`config.mk`:
```
export PLATFORM = sky130hd
export DESIGN_NAME = multicycle_control
export DESIGN_NICKNAME = d
export VERILOG_FILES = /design/src/rtl/multicycle_control.sv
export SDC_FILE = /design/constraint.sdc
export NUM_CORES = 1
export LEC_CHECK = 0
export CAP_MARGIN = 20
export CORE_ASPECT_RATIO = 1.1
export CORE_MARGIN = 2
export CORE_UTILIZATION = 33
export DETAILED_ROUTE_END_ITERATION = 10
export PLACE_DENSITY_LB_ADDON = 0.15
export SETUP_SLACK_MARGIN = 0.3
export SYNTH_ARGS = -nofsm -noshare
export SYNTH_HDL_FRONTEND = slang
export SYNTH_SLANG_ARGS = --single-unit
export TNS_END_PERCENT = 100
```
`constraint.sdc`:
```
create_clock -name clk -period 4.1 [get_ports clk]
set_clock_uncertainty 0.1 [all_clocks]
set_input_delay 0.615 -clock clk [delete_from_list [all_inputs] [get_ports clk]]
set_output_delay 0.615 -clock clk [all_outputs]
set_load 0.05 [all_outputs]
```
`src/rtl/multicycle_control.sv`:
```
// multicycle_control
// Control unit for a multicycle load/store/ALU/branch datapath. A Moore FSM
// sequences each instruction through fetch, decode and the class-specific
// execute states, and a 16-bit counter tracks retired instructions.
//
// Ports
//   clk          single clock, all state changes on its rising edge
//   reset        synchronous, active-high
//   opcode[6:0]  instruction[6:0]; only looked at while in DECODE
//   mem_ready    memory finishes the current read/write this cycle
//   pcwrite, pcwritecond, irwrite, iord, memread, memwrite, memtoreg,
//   regwrite, alusrca, pcsource       datapath enables and selects
//   alusrcb[1:0] ALU operand-B select
//   aluop[1:0]   00 add, 01 subtract/compare, 10 funct-decoded
//   state[3:0]   current FSM state (debug)
//   illegal      high while in TRAP
//   instret[15:0] retired-instruction counter, wraps silently
//
// Handshake: mem_ready is a completion strobe. A memory access is issued
// while the FSM sits in FETCH, MEMRD or MEMWR; the FSM holds that state (and
// its memread/memwrite/iord) until the cycle in which mem_ready=1, and only
// that cycle counts as the access completing.
module multicycle_control (
  input  logic        clk,
  input  logic        reset,
  input  logic [6:0]  opcode,
  input  logic        mem_ready,
  output logic        pcwrite,
  output logic        pcwritecond,
  output logic        irwrite,
  output logic        iord,
  output logic        memread,
  output logic        memwrite,
  output logic        memtoreg,
  output logic        regwrite,
  output logic        alusrca,
  output logic        pcsource,
  output logic [1:0]  alusrcb,
  output logic [1:0]  aluop,
  output logic [3:0]  state,
  output logic        illegal,
  output logic [15:0] instret
);

  typedef enum logic [3:0] {
    S_FETCH  = 4'd0,
    S_DECODE = 4'd1,
    S_MEMADR = 4'd2,
    S_MEMRD  = 4'd3,
    S_MEMWB  = 4'd4,
    S_MEMWR  = 4'd5,
    S_EXEC   = 4'd6,
    S_ALUWB  = 4'd7,
    S_BRANCH = 4'd8,
    S_TRAP   = 4'd9
  } state_t;

  typedef enum logic [1:0] {
    C_RT  = 2'd0,
    C_LW  = 2'd1,
    C_SW  = 2'd2,
    C_BEQ = 2'd3
  } cls_t;

  localparam logic [6:0] OP_RT  = 7'b0110011;
  localparam logic [6:0] OP_LW  = 7'b0000011;
  localparam logic [6:0] OP_SW  = 7'b0100011;
  localparam logic [6:0] OP_BEQ = 7'b1100011;

  state_t cur_state, nxt_state;
  cls_t   cls;       // opcode class captured in DECODE, used by MEMADR
  cls_t   dec_cls;
  logic   dec_legal;
  logic   retire;

  // Raw enables before the reset gate.
  logic raw_pcwrite, raw_pcwritecond, raw_irwrite, raw_memwrite, raw_regwrite;

  always_comb begin
    dec_cls   = C_RT;
    dec_legal = 1'b1;
    case (opcode)
      OP_RT:   dec_cls = C_RT;
      OP_LW:   dec_cls = C_LW;
      OP_SW:   dec_cls = C_SW;
      OP_BEQ:  dec_cls = C_BEQ;
      default: dec_legal = 1'b0;
    endcase
  end

  // An instruction retires as it leaves its final state; a store's final
  // state only ends once memory accepts the write.
  assign retire = (cur_state == S_MEMWB) || (cur_state == S_ALUWB) ||
                  (cur_state == S_BRANCH) ||
                  ((cur_state == S_MEMWR) && mem_ready);

  always_ff @(posedge clk) begin
    if (reset) begin
      cur_state <= S_FETCH;
      cls       <= C_RT;
      instret   <= 16'd0;
    end else begin
      cur_state <= nxt_state;
      if (cur_state == S_DECODE && dec_legal) cls <= dec_cls;
      if (retire) instret <= instret + 16'd1;
    end
  end

  always_comb begin
    nxt_state = S_FETCH;
    case (cur_state)
      S_FETCH:  nxt_state = mem_ready ? S_DECODE : S_FETCH;
      S_DECODE: begin
        if (!dec_legal) nxt_state = S_TRAP;
        else begin
          case (dec_cls)
            C_LW, C_SW: nxt_state = S_MEMADR;
            C_RT:       nxt_state = S_EXEC;
            default:    nxt_state = S_BRANCH;
          endcase
        end
      end
      S_MEMADR: nxt_state = (cls == C_LW) ? S_MEMRD : S_MEMWR;
      S_MEMRD:  nxt_state = mem_ready ? S_MEMWB : S_MEMRD;
      S_MEMWB:  nxt_state = S_FETCH;
      S_MEMWR:  nxt_state = mem_ready ? S_FETCH : S_MEMWR;
      S_EXEC:   nxt_state = S_ALUWB;
      S_ALUWB:  nxt_state = S_FETCH;
      S_BRANCH: nxt_state = S_FETCH;
      S_TRAP:   nxt_state = S_TRAP;
      default:  nxt_state = S_FETCH;  // unused encodings recover
    endcase
  end

  always_comb begin
    raw_pcwrite     = 1'b0;
    raw_pcwritecond = 1'b0;
    raw_irwrite     = 1'b0;
    raw_memwrite    = 1'b0;
    raw_regwrite    = 1'b0;
    iord            = 1'b0;
    memread         = 1'b0;
    memtoreg        = 1'b0;
    alusrca         = 1'b0;
    pcsource        = 1'b0;
    alusrcb         = 2'b00;
    aluop           = 2'b00;
    illegal         = 1'b0;
    case (cur_state)
      S_FETCH: begin
        memread     = 1'b1;
        alusrcb     = 2'b01;
        // PC and IR only update on the cycle the fetch completes.
        raw_irwrite = mem_ready;
        raw_pcwrite = mem_ready;
      end
      S_DECODE: alusrcb = 2'b11;
      S_MEMADR: begin
        alusrca = 1'b1;
        alusrcb = 2'b10;
      end
      S_MEMRD: begin
        memread = 1'b1;
        iord    = 1'b1;
      end
      S_MEMWB: begin
        raw_regwrite = 1'b1;
        memtoreg     = 1'b1;
      end
      S_MEMWR: begin
        raw_memwrite = 1'b1;
        iord         = 1'b1;
      end
      S_EXEC: begin
        alusrca = 1'b1;
        aluop   = 2'b10;
      end
      S_ALUWB: raw_regwrite = 1'b1;
      S_BRANCH: begin
        alusrca         = 1'b1;
        aluop           = 2'b01;
        raw_pcwritecond = 1'b1;
        pcsource        = 1'b1;
      end
      S_TRAP: illegal = 1'b1;
      default: ;
    endcase
  end

  // Architectural writes are suppressed immediately while reset is held.
  assign pcwrite     = raw_pcwrite     & ~reset;
  assign pcwritecond = raw_pcwritecond & ~reset;
  assign irwrite     = raw_irwrite     & ~reset;
  assign memwrite    = raw_memwrite    & ~reset;
  assign regwrite    = raw_regwrite    & ~reset;

  assign state = cur_state;

endmodule

```
==> flow_metrics.env <==
export IMPL_nets=213
export IMPL_start_util=0.338
export IMPL_grt_total_usage=0.145
export IMPL_cts_resized=0
export IMPL_synth_cell_type_count=41
export IMPL_htreeDepth=1
export IMPL_post_dp_cell_area_sq_mm=0.00175
export IMPL_stdcell_area_sq_mm=0.00182
export IMPL_synth_most_common_cell="dfxtp_1"
export IMPL_ys_seq_elements=22
export IMPL_finalHoldViolations=0
export IMPL_crit_arrival_ns=2.46
export IMPL_antenna_cells=0
export IMPL_coreArea_sq_mm=0.00387
export IMPL_hold_path_class="flop to flop"
export IMPL_drtIter0Drc=75
export IMPL_clock_sinks=22
export IMPL_routabilityCongestion=0.868
export IMPL_crit_type="primary input to output pin"
export IMPL_dr_wl_met3_microns=146
export IMPL_synth_area_leaders="dfxtp_1, a21oi_1, o31ai_1, or4_1, nor2_1"
export IMPL_worstSkewPairLatency_ns=0.26
export IMPL_grt_max_degree=30
export IMPL_wire_per_inst_microns=13.1
export IMPL_dr_pass1_iters=4
export IMPL_hpwlAfterDp_microns=2440
export IMPL_vias=1395
export IMPL_clockBufferDepth=2
export IMPL_ys_seq_area_frac=0.337
export IMPL_ioPinCount=45
export IMPL_synth_ff_type="dfxtp_1"
export IMPL_cp_max_fo=9
export IMPL_postCtsSetupBuffers=0
export IMPL_die_area_sq_mm=0.00448
export IMPL_cts_root_buffer="clkbuf_8"
export IMPL_fillerInstances=390
export IMPL_rsz0062_at_grt="false"
export IMPL_fin_cells=253
export IMPL_highest_layer="met4"
export IMPL_cts_hold_buf=0
export IMPL_grt_overflow=0
export IMPL_synth_edf_count=0
export IMPL_grt_pass1_vias=1257
export IMPL_ys_async_sr_fraction=0
export IMPL_synthTopCellsByCount="dfxtp_1, a21oi_1, nor2_1"
export IMPL_syn_area_per_cell_sq_um=7.88
export IMPL_fmax_ghz=0.315
export IMPL_die_w_microns=64.0
export IMPL_antenna_found_initial=0
export IMPL_synth_area_sq_mm=0.00131
export IMPL_slew_headroom=0.413
export IMPL_p_per_area_mw_per_mm2=298
export IMPL_endpoint_kind="output pin"
export IMPL_slew_viol_final=0
export IMPL_cts_buffers=3
export IMPL_area_growth_pct=38.9
export IMPL_numPlacedInstances=249
export IMPL_drt_total_wl_microns=3320
export IMPL_route_detailed_drc=0
export IMPL_ir_drop_mv=0.145
export IMPL_total_leakage_power_uw=0.000589
export IMPL_p_total_uw=541
export IMPL_min_period_ns=3.17
export IMPL_syn_inst=166
export IMPL_cts_tree="built"
export IMPL_finalSetupTns_ns=0
export IMPL_drive_above_1_share=0.0398
export IMPL_synth_nets=177
export IMPL_die_h_microns=70.0
export IMPL_setup_viol=0
export IMPL_m1WireLength_microns=1420
export IMPL_port_buffers=44
export IMPL_grt_first_pass_wirelength_microns=5440
export IMPL_tightest_slew_ns=0.880
export IMPL_antenna_left=0
export IMPL_avgViaCountPerCell=5.51
export IMPL_dr_wl_met2_microns=1730
export IMPL_fin_crit_sh=0.774
export IMPL_maxCapViolCount=0
export IMPL_rows=24
export IMPL_yosysWarnings=0
export IMPL_start_kind="primary input"
export IMPL_status="finished, final reports clean"
export IMPL_clk_pin_slew_ns=0.08
export IMPL_yosys_area_top_type="dfxtp_1"
export IMPL_synth_top_cell_area_share=0.337
export IMPL_cp_required_ns=3.38
==> state kept, by name (all words and copies together), names as in the netlist <==
register  flops
instret      16
cls           2
state         4
==> cells by family after synthesis <==
group           synth area share
xor+xnor                  0.0201
flops                      0.337
fa+ha+maj                 0.0172
compound gates             0.201
buf+inv                   0.0689
simple gates               0.340
mux                       0.0163
==> metal layers <==
layer	up-vias	global-route usage
li1	690	-
met1	662	0.170
met2	41	0.266
met3	2	0.0209
met4	0	0.0435
met5	-	0
==> path summary, 6_finish.rpt <==
kind / depth (start not counted) / start / slack (ns) / end
max reg2reg: 4 / state[2] / 1.45 / instret[15]
max: 3 / reset / 0.93 / pcwrite
min reg2reg: 2 / cls[1] / 0.40 / cls[1]
min: 2 / cls[1] / 0.40 / cls[1]
==> power by group <==
| part | internal (uW) | leakage (uW) | switching, uW |
|---|---|---|---|
| sequential | 217 | 0.000178 | 9.56 |
| combinational | 41.0 | 0.000376 | 73.0 |
| clock | 130 | 0.0000357 | 70.5 |
| total | 388 | 0.000589 | 153 |
==> placed cells by master (no fill, tap or decap), drive strengths merged, types with 5 or more instances in the layout <==
cell type | netlist | final
clkdlybuf4s50 | 0 | 44
dfxtp | 22 | 22
a21oi | 20 | 20
nor2 | 13 | 13
nor3 | 9 | 9
o21ai | 9 | 9
nand2 | 7 | 7
o31ai | 7 | 7
or4 | 7 | 7
nand3 | 6 | 6
or3 | 6 | 6
nor2b | 5 | 5
==> worst max-delay path, stage by stage <==
cell             delay (ns)
clkdlybuf4s50_1        0.58
nor4_1                 0.38
clkdlybuf4s50_1        0.87
==> metrics by stage <==
step	hold slack (ns)	util	setup WS [ns]
after floorplan	0.356	-	0.429
after CTS	0.400	0.469	0.923
after detailed placement	0.380	0.451	0.950
after global routing	0.413	0.469	0.802
after global placement	0.376	0.451	0.961
final	0.395	0.469	0.928
==> final cells by class <==
cell class / instances / area, sq um / share of cell area
multi-input cells: 126 / 777 / 0.428
repair buffers: 45 / 448 / 0.247
flip-flops and latches: 22 / 440 / 0.242
well taps: 52 / 65.1 / 0.0358
clock buffers: 3 / 41.3 / 0.0227
clock inverters: 1 / 30.0 / 0.0165
inverters: 4 / 15.0 / 0.00826
(Power assumes the default switching activity.)
